**src/rtl/telemetry_pkg.sv**
```systemverilog
// Constants, byte-FSM state type and checksum helper shared by the telemetry framer.
package telemetry_pkg;
  localparam logic [7:0]  SYNC_BYTE = 8'hA5;
  localparam int unsigned PKT_BYTES = 4;

  typedef enum logic [1:0] {IDLE, START, DATA, STOP} state_t;

  function automatic logic [7:0] calc_chk(input logic [7:0] a, input logic [7:0] b,
                                          input logic [7:0] c);
    return a ^ b ^ c;
  endfunction
endpackage

```
**src/rtl/uart_byte_tx.sv**
```systemverilog
// Single UART byte transmitter (start, 8 data bits LSB first, stop).
// A load during the final stop-bit cycle chains the next byte with no idle gap.
module uart_byte_tx
  import telemetry_pkg::*;
#(
  parameter int unsigned CLKS_PER_BIT = 868
) (
  input  logic       clk,
  input  logic       reset,
  input  logic       load,
  input  logic [7:0] byte_in,
  output logic       tx,
  output logic       byte_done
);
  localparam logic [15:0] BAUD_LAST = 16'(CLKS_PER_BIT - 1);

  state_t      r_state, w_state_next;
  logic [15:0] r_baud, w_baud_next;
  logic [2:0]  r_bit, w_bit_next;
  logic [7:0]  r_shift, w_shift_next;
  logic        r_tx, w_tx_next;
  logic        r_done, w_done_next;
  logic        w_bit_end;

  assign w_bit_end = (r_baud == BAUD_LAST);
  assign tx        = r_tx;
  assign byte_done = r_done;

  always_ff @(posedge clk or negedge reset) begin
    if (!reset) begin
      r_state <= IDLE;
      r_baud  <= '0;
      r_bit   <= '0;
      r_shift <= '0;
      r_tx    <= 1'b1;
      r_done  <= 1'b0;
    end else begin
      r_state <= w_state_next;
      r_baud  <= w_baud_next;
      r_bit   <= w_bit_next;
      r_shift <= w_shift_next;
      r_tx    <= w_tx_next;
      r_done  <= w_done_next;
    end
  end

  always_comb begin
    w_state_next = r_state;
    w_baud_next  = r_baud;
    w_bit_next   = r_bit;
    w_shift_next = r_shift;
    w_tx_next    = r_tx;
    case (r_state)
      IDLE: begin
        if (load) begin
          w_state_next = START;
          w_baud_next  = '0;
          w_shift_next = byte_in;
          w_tx_next    = 1'b0;
        end
      end
      START: begin
        if (w_bit_end) begin
          w_state_next = DATA;
          w_baud_next  = '0;
          w_bit_next   = '0;
          w_tx_next    = r_shift[0];
        end else begin
          w_baud_next = r_baud + 16'd1;
        end
      end
      DATA: begin
        if (w_bit_end) begin
          w_baud_next = '0;
          if (r_bit == 3'd7) begin
            w_state_next = STOP;
            w_tx_next    = 1'b1;
          end else begin
            w_bit_next   = r_bit + 3'd1;
            w_shift_next = {1'b0, r_shift[7:1]};
            w_tx_next    = r_shift[1];
          end
        end else begin
          w_baud_next = r_baud + 16'd1;
        end
      end
      STOP: begin
        if (w_bit_end) begin
          w_baud_next = '0;
          if (load) begin
            w_state_next = START;
            w_shift_next = byte_in;
            w_tx_next    = 1'b0;
          end else begin
            w_state_next = IDLE;
            w_tx_next    = 1'b1;
          end
        end else begin
          w_baud_next = r_baud + 16'd1;
        end
      end
      default: w_state_next = IDLE;
    endcase
    // Registered look-ahead so byte_done is high exactly on the last stop-bit cycle.
    w_done_next = (w_state_next == STOP) && (w_baud_next == BAUD_LAST);
  end
endmodule

```
**src/rtl/telemetry_frame_tx.sv**
```systemverilog
// Telemetry framer: snapshots vout/data on a trigger and sends A5, vout, data, checksum over UART.
// Owns the snapshot, byte index, auto-trigger timer and saturating drop counter.
module telemetry_frame_tx
  import telemetry_pkg::*;
#(
  parameter int unsigned CLKS_PER_BIT = 868,
  parameter int unsigned AUTO_PERIOD  = 0
) (
  input  logic       clk,
  input  logic       reset,
  input  logic [7:0] vout_in,
  input  logic [7:0] data_in,
  input  logic       sample_req,
  output logic       tx,
  output logic       busy,
  output logic       pkt_done,
  output logic [3:0] drop_cnt
);
  localparam logic [1:0] LAST_IDX = 2'(PKT_BYTES - 1);

  logic       r_busy;
  logic [1:0] r_byte_idx;
  logic [7:0] r_vout, r_data, r_chk;
  logic [3:0] r_drop;
  logic       w_auto_fire, w_trigger, w_chain, w_pkt_end, w_load, w_byte_done;
  logic [7:0] w_byte;

  assign w_trigger = !r_busy && (sample_req || w_auto_fire);
  assign w_chain   = r_busy && w_byte_done && (r_byte_idx != LAST_IDX);
  assign w_pkt_end = r_busy && w_byte_done && (r_byte_idx == LAST_IDX);
  assign w_load    = w_trigger || w_chain;

  assign busy     = r_busy;
  assign pkt_done = w_pkt_end;
  assign drop_cnt = r_drop;

  always_comb begin
    w_byte = SYNC_BYTE;
    if (w_chain) begin
      case (r_byte_idx)
        2'd0:    w_byte = r_vout;
        2'd1:    w_byte = r_data;
        default: w_byte = r_chk;
      endcase
    end
  end

  always_ff @(posedge clk or negedge reset) begin
    if (!reset) begin
      r_busy     <= 1'b0;
      r_byte_idx <= '0;
      r_vout     <= '0;
      r_data     <= '0;
      r_chk      <= '0;
      r_drop     <= '0;
    end else begin
      if (w_trigger) begin
        r_busy     <= 1'b1;
        r_byte_idx <= '0;
        r_vout     <= vout_in;
        r_data     <= data_in;
        r_chk      <= calc_chk(SYNC_BYTE, vout_in, data_in);
      end else if (w_chain) begin
        r_byte_idx <= r_byte_idx + 2'd1;
      end else if (w_pkt_end) begin
        r_busy <= 1'b0;
      end
      if (sample_req && r_busy && (r_drop != 4'hF)) begin
        r_drop <= r_drop + 4'd1;
      end
    end
  end

  generate
    if (AUTO_PERIOD > 0) begin : g_auto
      localparam int unsigned   TW     = (AUTO_PERIOD > 1) ? $clog2(AUTO_PERIOD) : 1;
      localparam logic [TW-1:0] T_LAST = TW'(AUTO_PERIOD - 1);
      logic [TW-1:0] r_timer;

      // Holding at T_LAST keeps an expiry pending while busy until the framer is idle.
      always_ff @(posedge clk or negedge reset) begin
        if (!reset) begin
          r_timer <= '0;
        end else if (w_trigger) begin
          r_timer <= '0;
        end else if (r_timer != T_LAST) begin
          r_timer <= r_timer + 1'b1;
        end
      end
      assign w_auto_fire = (r_timer == T_LAST);
    end else begin : g_no_auto
      assign w_auto_fire = 1'b0;
    end
  endgenerate

  uart_byte_tx #(
    .CLKS_PER_BIT(CLKS_PER_BIT)
  ) u_byte_tx (
    .clk      (clk),
    .reset    (reset),
    .load     (w_load),
    .byte_in  (w_byte),
    .tx       (tx),
    .byte_done(w_byte_done)
  );
endmodule

```
**config.mk**
```make
export PLATFORM = sky130hd
export DESIGN_NAME = telemetry_frame_tx
export DESIGN_NICKNAME = d
export VERILOG_FILES = /design/src/rtl/telemetry_pkg.sv /design/src/rtl/uart_byte_tx.sv /design/src/rtl/telemetry_frame_tx.sv
export SDC_FILE = /design/constraint.sdc
export NUM_CORES = 1
export LEC_CHECK = 0
export CORE_MARGIN = 1
export CORE_UTILIZATION = 55
export CTS_BUF_LIST = sky130_fd_sc_hd__clkbuf_4 sky130_fd_sc_hd__clkbuf_8 sky130_fd_sc_hd__clkbuf_16
export CTS_CLUSTER_DIAMETER = 80
export CTS_CLUSTER_SIZE = 20
export DETAILED_ROUTE_END_ITERATION = 10
export PLACE_DENSITY = 0.76
export SYNTH_ARGS = -nofsm -noshare
export SYNTH_HDL_FRONTEND = slang
export SYNTH_SLANG_ARGS = --single-unit
```
**constraint.sdc**
```tcl
create_clock -name clk -period 6 [get_ports clk]
set_clock_uncertainty 0.1 [all_clocks]
set_input_delay 0.6 -clock clk [delete_from_list [all_inputs] [get_ports clk]]
set_output_delay 0.6 -clock clk [all_outputs]
set_load 0.02 [all_outputs]
```
==> results.cfg, run 1 <==
[status]
status = completed

[cts]
cts.sinks = 62
clkTransAtPathRegs_ps = 70
post_cts_buffers = 0
cts-buffers-inserted = 9
insertion_delay_ps = 340
tritoncts = built
post_cts_hold_buffer_count = 0
post_cts_resized = 0
max-clock-path-buffers = 2
clock_tree.htree_level_count = 3
cts-root-buf = sky130_fd_sc_hd__clkbuf_8

[global_routing]
wire_length_of_the_first_global_routing_pass_um = 12080
grt_antenna_before_repair = 0
grt_overflow_total = 0
grt_max_degree = 63
gr-usage-all-layers = 0.2542
number_of_global_route_vias_before_repair = 2548

[synthesis]
synth.cell_area_um2 = 3237
synth_edf_count = 0
synth_common_cells = sky130_fd_sc_hd__nand2_1 (94), sky130_fd_sc_hd__dfrtp_1 (61), sky130_fd_sc_hd__o21ai_0 (34)
synth_warn = 0
async_reset_ff_frac = 1.000
synth_mux_area_frac = 0.01392
post_synth_main_area_contributors = sky130_fd_sc_hd__dfrtp_1 (47%), sky130_fd_sc_hd__nand2_1 (11%), sky130_fd_sc_hd__o21ai_0 (5.3%), sky130_fd_sc_hd__a21oi_1 (3.6%), sky130_fd_sc_hd__ha_1 (2.7%)
synth_ff_type = sky130_fd_sc_hd__dfrtp_1
xor_xnor_share_of_the_synthesized_area = 0.04329
avgSynthCellArea_um2 = 8.917
synth.lib_cells_used.distinct = 51
net_count_after_synthesis = 389
synth_top_family_by_area = simple AND/OR/NAND/NOR gates
register_area_share_after_synthesis = 0.4797
synthMostInstantiatedCell = sky130_fd_sc_hd__nand2_1
ys_seq_elements = 62
synthAdderAreaFrac = 0.02706
postSynthCellCount = 363
top_cell_type_s_share_of_synthesized_area = 0.4716
compound_gate_fraction_of_synth_area = 0.1651
synth_simple_gate_area_share = 0.2381
synth_top_cell_by_area = sky130_fd_sc_hd__dfrtp_1

[pwr]
switching_power_w = 0.0002551
power.share.clock = 0.378
totalPowerFinal_w = 0.0009923
power.density_nw_per_um2 = 266.6
max-vdd-ir-drop_mv = 0.2167
leakage_power_summed_over_all_cells_nw = 1.612
pwr-share-comb = 0.135
part_of_the_total_power_dissipated_in_sequential_elements = 0.487
intPower_w = 0.0007372
switching_share = 0.2571

[floorplanning]
die_height_um = 78.72
top_ports = 26
initial_utilization = 0.5807
fp.dieArea_um2 = 6196
die_w_um = 78.72
core_area_um2 = 5574
rows = 27

[sta]
post-route-min-period_ps = 2965
slew_viol_final = 0
max_clock_freq_ghz = 0.3373
fin_setup_tns_ps = 0
final_clock_period_utilization_by_the_worst_path = 0.4941
setup_viol = 0
unrepaired_setup_endpoints_after_global_routing = no
hold_violations = 0
worst_slew_pin_slew_ps = 991.5
max_slew_margin = 0.3390

[finish]
num_antenna_cells = 0
areaGrowthSynthToFinish_pct = 15.00
drive_above_1_share = 0.07949
final_net_count = 411

[route]
post_drt_via_cell_ratio = 5.812
detailedRoute.firstPassIterationCount = 5
drc_violations_left = 0
routed_length_per_instance_um = 14.97
vias = 2685
wirelength_um = 6917
drt.antenna.violating_nets = 0
drt_first_iter_violations = 229

[critical_path]
setup_cp_type = reg2reg
arrival_ps = 3090
regToRegEndpoint = u_byte_tx.r_shift[7]
rr_worst_depth = 6
worst_reg2reg_setup_slack_ps = 3040
cp_data_required_time_ps = 6130
nature_of_the_critical_path_startpoint = flip-flop
timing.critical_path.fanout_max = 15
regToRegStartpoint = u_byte_tx.r_baud[0]
timing.critical_path.to_type = flip-flop

[worst_hold_path]
hold_class = in2async

[placement]
place.gp.congestion = 0.8377
dp_hpwl_um = 4601
placement.io_buffers = 25

[job]
maxCapViolCount = 0
## worst max-delay path, stage by stage, from the launching register on
cell and delay [ps]:
sky130_fd_sc_hd__dfrtp_1 430, sky130_fd_sc_hd__ha_1 270, sky130_fd_sc_hd__nor4b_2 270, sky130_fd_sc_hd__and4_1 430
sky130_fd_sc_hd__nand2_1 140, sky130_fd_sc_hd__o22ai_1 790, sky130_fd_sc_hd__mux2_2 410
## final cells by class
class,count,area (um^2)
multi-input combinational,277,1578
sequential,62,1553
fill,467,1852
clock inverter,4,45.04
clock buffer,12,158.9
timing repair buffer,29,275.3
inverter,6,22.52
tap,72,90.09
## worst max-delay path by stage
stage	start	to	slack (ps)	depth (start not counted)
after floorplan	u_byte_tx.r_baud[0]	u_byte_tx.byte_done	3560	10
after global placement	sample_req	u_byte_tx.r_shift[7]	2960	7
after detailed placement	sample_req	u_byte_tx.r_shift[7]	2880	6
after CTS	u_byte_tx.r_baud[0]	u_byte_tx.r_shift[7]	3060	6
after global routing	u_byte_tx.r_baud[0]	u_byte_tx.r_shift[7]	2810	6
final	u_byte_tx.r_baud[0]	u_byte_tx.r_shift[7]	3040	6
## layout by cell type, fill, tap and decap left out, types with 6 or more instances in the layout
cell type,instances
sky130_fd_sc_hd__dfrtp_1,61
sky130_fd_sc_hd__xor2_1,9
sky130_fd_sc_hd__nand3_1,14
sky130_fd_sc_hd__nand4_1,6
sky130_fd_sc_hd__ha_1,7
sky130_fd_sc_hd__clkdlybuf4s50_1,24
sky130_fd_sc_hd__inv_1,6
sky130_fd_sc_hd__nand2_1,94
sky130_fd_sc_hd__xnor2_1,7
sky130_fd_sc_hd__o21ai_0,34
sky130_fd_sc_hd__nor2_1,14
sky130_fd_sc_hd__clkbuf_8,11
sky130_fd_sc_hd__a21oi_1,23
## sequential cells by signal, indices dropped and copies added, names as in the netlist
name                 cells
busy                     1
drop_cnt                 4
r_byte_idx               2
r_chk                    8
r_data                   8
r_vout                   8
u_byte_tx.byte_done      1
u_byte_tx.r_baud        16
u_byte_tx.r_bit          3
u_byte_tx.r_shift        8
u_byte_tx.r_state        2
u_byte_tx.tx             1
## per-layer routing
metal | track usage | part of all wire | vias up
met5 | 0 | 0 | -
met4 | 0.1093 | 0.018 | 0
met3 | 0.04023 | 0.039 | 13
met2 | 0.3783 | 0.46 | 62
met1 | 0.3673 | 0.49 | 1298
li1 | - | - | 1312
## power by group through the flow
stage	logic, W	registers, W	clock network [W]
floorplan	0.0000540	0.000501	0
global placement	0.000130	0.000490	0
detailed placement	0.000134	0.000490	0
CTS	0.000136	0.000483	0.000380
global route	0.000149	0.000488	0.000399
finish	0.000134	0.000483	0.000375
## through the flow
step	cell area (um^2)	cells	hold slack, ps	setup slack, ps	utilization
2_1_floorplan	3237	363	204.4	3558	-
3_3_place_gp	3518	446	360.7	2959	0.6312
3_5_place_dp	3518	446	362.8	2881	0.6312
4_1_cts	3722	462	349.1	3060	0.6678
5_1_grt	3722	462	396.1	2815	0.6678
6_report	3722	462	318.3	3035	0.6678
## cell families (layout without fill, tap and decap cells)
group,Yosys count,count (layout)
and+or+nand+nor,161,161
buffers and inverters,24,51
DFF,62,62
adders and majority gates,7,7
AOI/OAI and AO/OA,89,89
muxes,4,4
xor gates and xnor gates,16,16
No activity file was read; power rests on OpenSTA's default activity.
==> run 2: changes to the inputs <==
--- a/config.mk
+++ b/config.mk
@@ -6,12 +6,12 @@
 export NUM_CORES = 1
 export LEC_CHECK = 0
 export CORE_MARGIN = 1
-export CORE_UTILIZATION = 55
+export CORE_UTILIZATION = 52
 export CTS_BUF_LIST = sky130_fd_sc_hd__clkbuf_4 sky130_fd_sc_hd__clkbuf_8 sky130_fd_sc_hd__clkbuf_16
 export CTS_CLUSTER_DIAMETER = 80
 export CTS_CLUSTER_SIZE = 20
 export DETAILED_ROUTE_END_ITERATION = 10
-export PLACE_DENSITY = 0.76
+export PLACE_DENSITY = 0.75
 export SYNTH_ARGS = -nofsm -noshare
 export SYNTH_HDL_FRONTEND = slang
 export SYNTH_SLANG_ARGS = --single-unit
==> constraint.sdc (replaced) <==
create_clock -name clk -period 2.5 [get_ports clk]
set_clock_uncertainty 0.1 [all_clocks]
set_input_delay 0.25 -clock clk [delete_from_list [all_inputs] [get_ports clk]]
set_output_delay 0.25 -clock clk [all_outputs]
set_load 0.02 [all_outputs]
==> run 2 against run 1 <==
Flip-flop and latch count unchanged. Die area increased by 5.6%. Maximum frequency increased by 23%. Worst setup slack got worse by 2900 ps.
==> results.cfg, run 2 (synthesis gave the netlist of run 1 again) <==
[finish]
most_used_cells_in_the_layout_excluding_fill_and_tap_cells = sky130_fd_sc_hd__nand2_1 (94), sky130_fd_sc_hd__dfrtp_1 (60), sky130_fd_sc_hd__o21ai_0 (34)
layout.core_utilization = 0.6660
layout.cells.most_common = sky130_fd_sc_hd__nand2_1
regMostFlops = u_byte_tx.r_baud
final_net_count = 433
drive_above_1_share = 0.1505
areaGrowthSynthToFinish_pct = 22.54
num_antenna_cells = 0
largest_register_ffs = 16

[placement]
placement.io_buffers = 25
place.gp.congestion = 0.8365
post-place-ws_ps = -46.02
dp_hpwl_um = 5156

[floorplanning]
top_ports = 26
core_area_um2 = 5956
initial_utilization = 0.5435
die_height_um = 80.90
fp.dieArea_um2 = 6544
rows = 28
die_w_um = 80.90

[global_routing]
gr-usage-all-layers = 0.2568
grt_antenna_before_repair = 0
grt_overflow_total = 0
wire_length_of_the_first_global_routing_pass_um = 12720
grt_max_degree = 40
number_of_global_route_vias_before_repair = 2708

[cts]
tritoncts = built
clock_tree.htree_level_count = 3
cts.sinks = 62
cts-buffers-inserted = 9
max-clock-path-buffers = 2
cts-root-buf = sky130_fd_sc_hd__clkbuf_8
clkTransAtPathRegs_ps = 70
insertion_delay_ps = 350

[route]
vias = 2854
routed_length_per_instance_um = 15.68
post_drt_via_cell_ratio = 5.860
detailedRoute.firstPassIterationCount = 5
drc_violations_left = 0
drt.antenna.violating_nets = 0
wirelength_um = 7635
drt_first_iter_violations = 252

[sta]
finalWorstSetupSlack_ps = 85.32
fin_hold_ws_ps = 372.7
final_clock_period_utilization_by_the_worst_path = 0.9659
hold_violations = 0
unrepaired_setup_endpoints_after_global_routing = no
worst_slew_pin_slew_ps = 909.2
fin_setup_tns_ps = 0
setup_viol = 0
post-route-min-period_ps = 2415
slew_viol_final = 0
max_slew_margin = 0.3939
max_clock_freq_ghz = 0.4141

[job]
maxCapViolCount = 0

[pwr]
max-vdd-ir-drop_mv = 0.6043
power.density_nw_per_um2 = 620.9
leakage_power_summed_over_all_cells_nw = 1.729
totalPowerFinal_w = 0.002463

[worst_hold_path]
hold_class = in2reg

[critical_path]
cp_data_required_time_ps = 2650
nature_of_the_critical_path_startpoint = flip-flop
timing.critical_path.to_type = flip-flop
arrival_ps = 2560
timing.critical_path.fanout_max = 12
setup_cp_type = reg2reg

[status]
status = completed
## run 2: cell types whose count changed in the layout (fill, tap and decap cells not counted), moves of 2 or more
| cell | previous run | this run |
|---|---|---|
| sky130_fd_sc_hd__and4_1 | 3 | 1 |
| sky130_fd_sc_hd__nor4_1 | 2 | 0 |
| sky130_fd_sc_hd__buf_4 | 4 | 24 |
| sky130_fd_sc_hd__nor4_2 | 1 | 3 |
| sky130_fd_sc_hd__clkbuf_8 | 11 | 9 |
## run 2: repair_timing
item                                    in CTS  in global routing
hold buffers                                 1                  0
endpoints found under the setup margin       1                  1
pin swaps                                    0                  1
buffers inserted                             0                  5
gates resized for setup                      3                  9
hold endpoints to repair                    37                  0
## run 2: path summary, 6_finish.rpt
kind,end,slack [ps],start,cells after the start
hold / removal,r_vout[4],370,vout_in[4],3
min in group asynchronous,r_vout[3],470,reset,2
hold reg to reg,r_chk[6],380,r_chk[6],2
setup / recovery,u_byte_tx.byte_done,90,r_byte_idx[0],9
max in group asynchronous,u_byte_tx.byte_done,1190,reset,3
setup reg to reg,u_byte_tx.byte_done,90,r_byte_idx[0],9
## run 2: critical path, cell delays in order, from the launching register on
cell,delay (ps)
sky130_fd_sc_hd__dfrtp_1,440
sky130_fd_sc_hd__ha_1,240
sky130_fd_sc_hd__and3b_2,310
sky130_fd_sc_hd__nor3_2,80
sky130_fd_sc_hd__buf_4,200
sky130_fd_sc_hd__buf_4,140
sky130_fd_sc_hd__nand2_1,50
sky130_fd_sc_hd__nand2_1,90
sky130_fd_sc_hd__or4_4,430
sky130_fd_sc_hd__nor4_2,220
## run 2: layout make-up
cell class                 instances  area [um^2]
fill                             493         1989
timing repair buffer              51        455.4
sequential                        62         1554
clock buffer                      10        131.4
inverter                           6        22.52
multi-input combinational        277         1623
tap                               75        93.84
clock inverter                     6        86.33
## run 2: routing by layer
layer | routed length, um | vias up | GRT usage | share of wire
li1 | - | 1367 | - | -
met1 | 3474 | 1381 | 0.3456 | 0.46
met2 | 3586 | 91 | 0.4076 | 0.47
met3 | 435 | 15 | 0.05506 | 0.057
met4 | 138 | 0 | 0.09286 | 0.018
met5 | 0 | - | 0 | 0
## run 2: report_power, final
| group | switching, W | internal [W] |
|---|---|---|
| clock network | 0.000408 | 0.000570 |
| logic | 0.000162 | 0.000164 |
| registers | 0.0000696 | 0.00109 |
## run 2: stage by stage
| stage | cells | area (um^2) |
|---|---|---|
| 3_5_place_dp | 465 | 3655 |
| 2_1_floorplan | 363 | 3237 |
| 4_1_cts | 482 | 3894 |
| 6_report | 487 | 3966 |
| 5_1_grt | 487 | 3966 |
| 3_3_place_gp | 465 | 3655 |
==> run 3: changes to the inputs <==
--- a/config.mk
+++ b/config.mk
@@ -11,6 +11,7 @@
 export CTS_CLUSTER_DIAMETER = 80
 export CTS_CLUSTER_SIZE = 20
 export DETAILED_ROUTE_END_ITERATION = 10
+export GPL_TIMING_DRIVEN = 0
 export PLACE_DENSITY = 0.75
 export SYNTH_ARGS = -nofsm -noshare
 export SYNTH_HDL_FRONTEND = slang
==> run 3 against run 2 <==
Die area is the same. Critical path type unchanged. Combinational power is essentially flat. Largest power group unchanged. Total power rose by 0.98%. Critical path depth is 1 higher. Sequential power hardly changed. Worst setup slack got worse by 67 ps. Largest cell class unchanged. Design area shrank 0.44%. Via count fell by 1.2%. Highest routed layer unchanged.
==> results.cfg, run 3 (synthesis gave the netlist of run 1 again) <==
[status]
status = completed

[route]
post_drt_via_cell_ratio = 5.802
drt.antenna.violating_nets = 0
wirelength_um = 7863
detailedRoute.firstPassIterationCount = 5
vias = 2820
drt_first_iter_violations = 240
routed_length_per_instance_um = 16.18
drc_violations_left = 0

[critical_path]
crit_buf_inv = 2
setup_cp_type = reg2reg
timing.critical_path.to_type = flip-flop
arrival_ps = 2620
timing.critical_path.fanout_max = 10
path_cells = ha_4, nor4b_4, and4_1, buf_6, nor2_4, buf_6, nand2_1, a31oi_1, or4_1, nor4_2
worst_reg2reg_setup_slack_ps = 20
cp_common_cell = sky130_fd_sc_hd__buf_6
worst_path_dominant_cell_family = simple AND/OR/NAND/NOR gates
crit_path_top_delay_cell = sky130_fd_sc_hd__or4_1
cp_data_required_time_ps = 2640
critical_path.max_stage_delay_ps = 530
nature_of_the_critical_path_startpoint = flip-flop

[sta]
max_clock_freq_ghz = 0.4029
hold_violations = 0
fin_setup_tns_ps = 0
final_clock_period_utilization_by_the_worst_path = 0.9928
worst_slew_pin_slew_ps = 663.8
max_slew_margin = 0.5575
finalWorstSetupSlack_ps = 17.98
post-route-min-period_ps = 2482
unrepaired_setup_endpoints_after_global_routing = yes
slew_viol_final = 0
setup_viol = 0

[floorplanning]
die_w_um = 80.90
core_area_um2 = 5956
die_height_um = 80.90
top_ports = 26
fp.dieArea_um2 = 6544
rows = 28
initial_utilization = 0.5435

[global_routing]
wire_length_of_the_first_global_routing_pass_um = 12910
grt_overflow_total = 0
number_of_global_route_vias_before_repair = 2700
grt_antenna_before_repair = 0
top_usage_layer = met2
met1_usage = 0.3552
gr-usage-all-layers = 0.2635
grt_max_degree = 38
gr-usage-met3 = 0.05281
groute.layer.met2.usage = 0.4160

[finish]
final_net_count = 433
largest_register_ffs = 16
num_antenna_cells = 0
layout.cells.most_common = sky130_fd_sc_hd__nand2_1
drive_above_1_share = 0.1265
fin_cells = 486
regMostFlops = u_byte_tx.r_baud
areaGrowthSynthToFinish_pct = 21.99
most_used_cells_in_the_layout_excluding_fill_and_tap_cells = sky130_fd_sc_hd__nand2_1 (93), sky130_fd_sc_hd__dfrtp_1 (58), sky130_fd_sc_hd__o21ai_0 (34)
finish.instance_area_um2 = 3949
layout.filler_cells = 454

[pwr]
switching_share = 0.2535
leakage_power_summed_over_all_cells_nw = 1.698
part_of_the_total_power_dissipated_in_sequential_elements = 0.466
max-vdd-ir-drop_mv = 0.5569
intPower_w = 0.001856
pwr-share-comb = 0.129
switching_power_w = 0.0006305
power.density_nw_per_um2 = 629.8
totalPowerFinal_w = 0.002487
power.share.clock = 0.405

[cts]
cts-root-buf = sky130_fd_sc_hd__clkbuf_8
insertion_delay_ps = 350
max-clock-path-buffers = 2
cts-buffers-inserted = 9
clkTransAtPathRegs_ps = 80
clock_tree.htree_level_count = 3
tritoncts = built
cts.sinks = 62

[worst_hold_path]
hold_class = in2async

[placement]
post_dp_cell_area_um2 = 3596
dp_hpwl_um = 5209
placement.io_buffers = 25
place.gp.congestion = 0.8711
placedCellCount = 464
post-place-ws_ps = -423.8

[job]
maxCapViolCount = 0
run 3: cell types whose count changed in the layout (fill, tap and decap cells not counted), sizes merged:
cell,change
clkbuf,+12
buf,-11
clkinv,-1
clkinvlp,-1
run 3: power by group through the flow:
stage / combinational (W) / sequential [W] / clock, W
2_1_floorplan: 0.000130 / 0.00120 / 0
3_3_place_gp: 0.000311 / 0.00117 / 0
3_5_place_dp: 0.000324 / 0.00118 / 0
4_1_cts: 0.000326 / 0.00116 / 0.00101
5_1_grt: 0.000356 / 0.00117 / 0.00106
6_report: 0.000322 / 0.00116 / 0.00101
run 3: final timing paths:
kind,start,endpoint,cells after the start
max,u_byte_tx.r_baud[1],u_byte_tx.byte_done,10
min,reset,r_data[6],2
max reg2reg,u_byte_tx.r_baud[1],u_byte_tx.byte_done,10
min reg2reg,r_data[7],r_data[7],2
max in group asynchronous,reset,u_byte_tx.r_baud[0],3
min in group clk,vout_in[6],r_vout[6],3
run 3: layout make-up:
class                      instances  area, um^2  share of cell area
timing repair buffer              34       327.8             0.08302
sequential                        62        1556              0.3942
buffer                            17       85.08             0.02155
tap                               75       93.84             0.02376
inverter                           6       22.52            0.005703
clock inverter                     4       70.07             0.01774
multi-input combinational        277        1642              0.4157
clock buffer                      11       151.4             0.03834
run 3: routing by layer:
| layer | vias up | part of all wire |
|---|---|---|
| met2 | 86 | 0.47 |
| li1 | 1363 | - |
| met5 | - | 0 |
| met4 | 0 | 0.021 |
| met1 | 1352 | 0.45 |
| met3 | 19 | 0.056 |
run 3: timing repair:
| item | 4_1_cts | 5_1_grt |
|---|---|---|
| setup endpoints to repair | 8 | 8 |
| hold buffers | 1 | 0 |
| buffers inserted | 2 | 5 |
| pin swaps | 2 | 5 |
| gates resized for setup | 13 | 7 |
| hold endpoints to repair | 24 | 0 |
run 3: through the flow:
step | utilization | hold WS, ps
global route | 0.6630 | 390.1
floorplan | - | -145.6
finish | 0.6630 | 367.5
global placement | 0.6013 | 359.7
detailed placement | 0.6038 | 206.9
CTS | 0.6544 | 372.5
run 3: worst register-to-register path, delay by kind of cell (launching register included):
kind                     cells  cell delay (ps)
AO/OA/AOI/OAI                1              100
AND/OR/NAND/NOR              6             1330
adder cells (fa/ha/maj)      1              180
flip-flops                   1              400
buffers and inverters        2              260
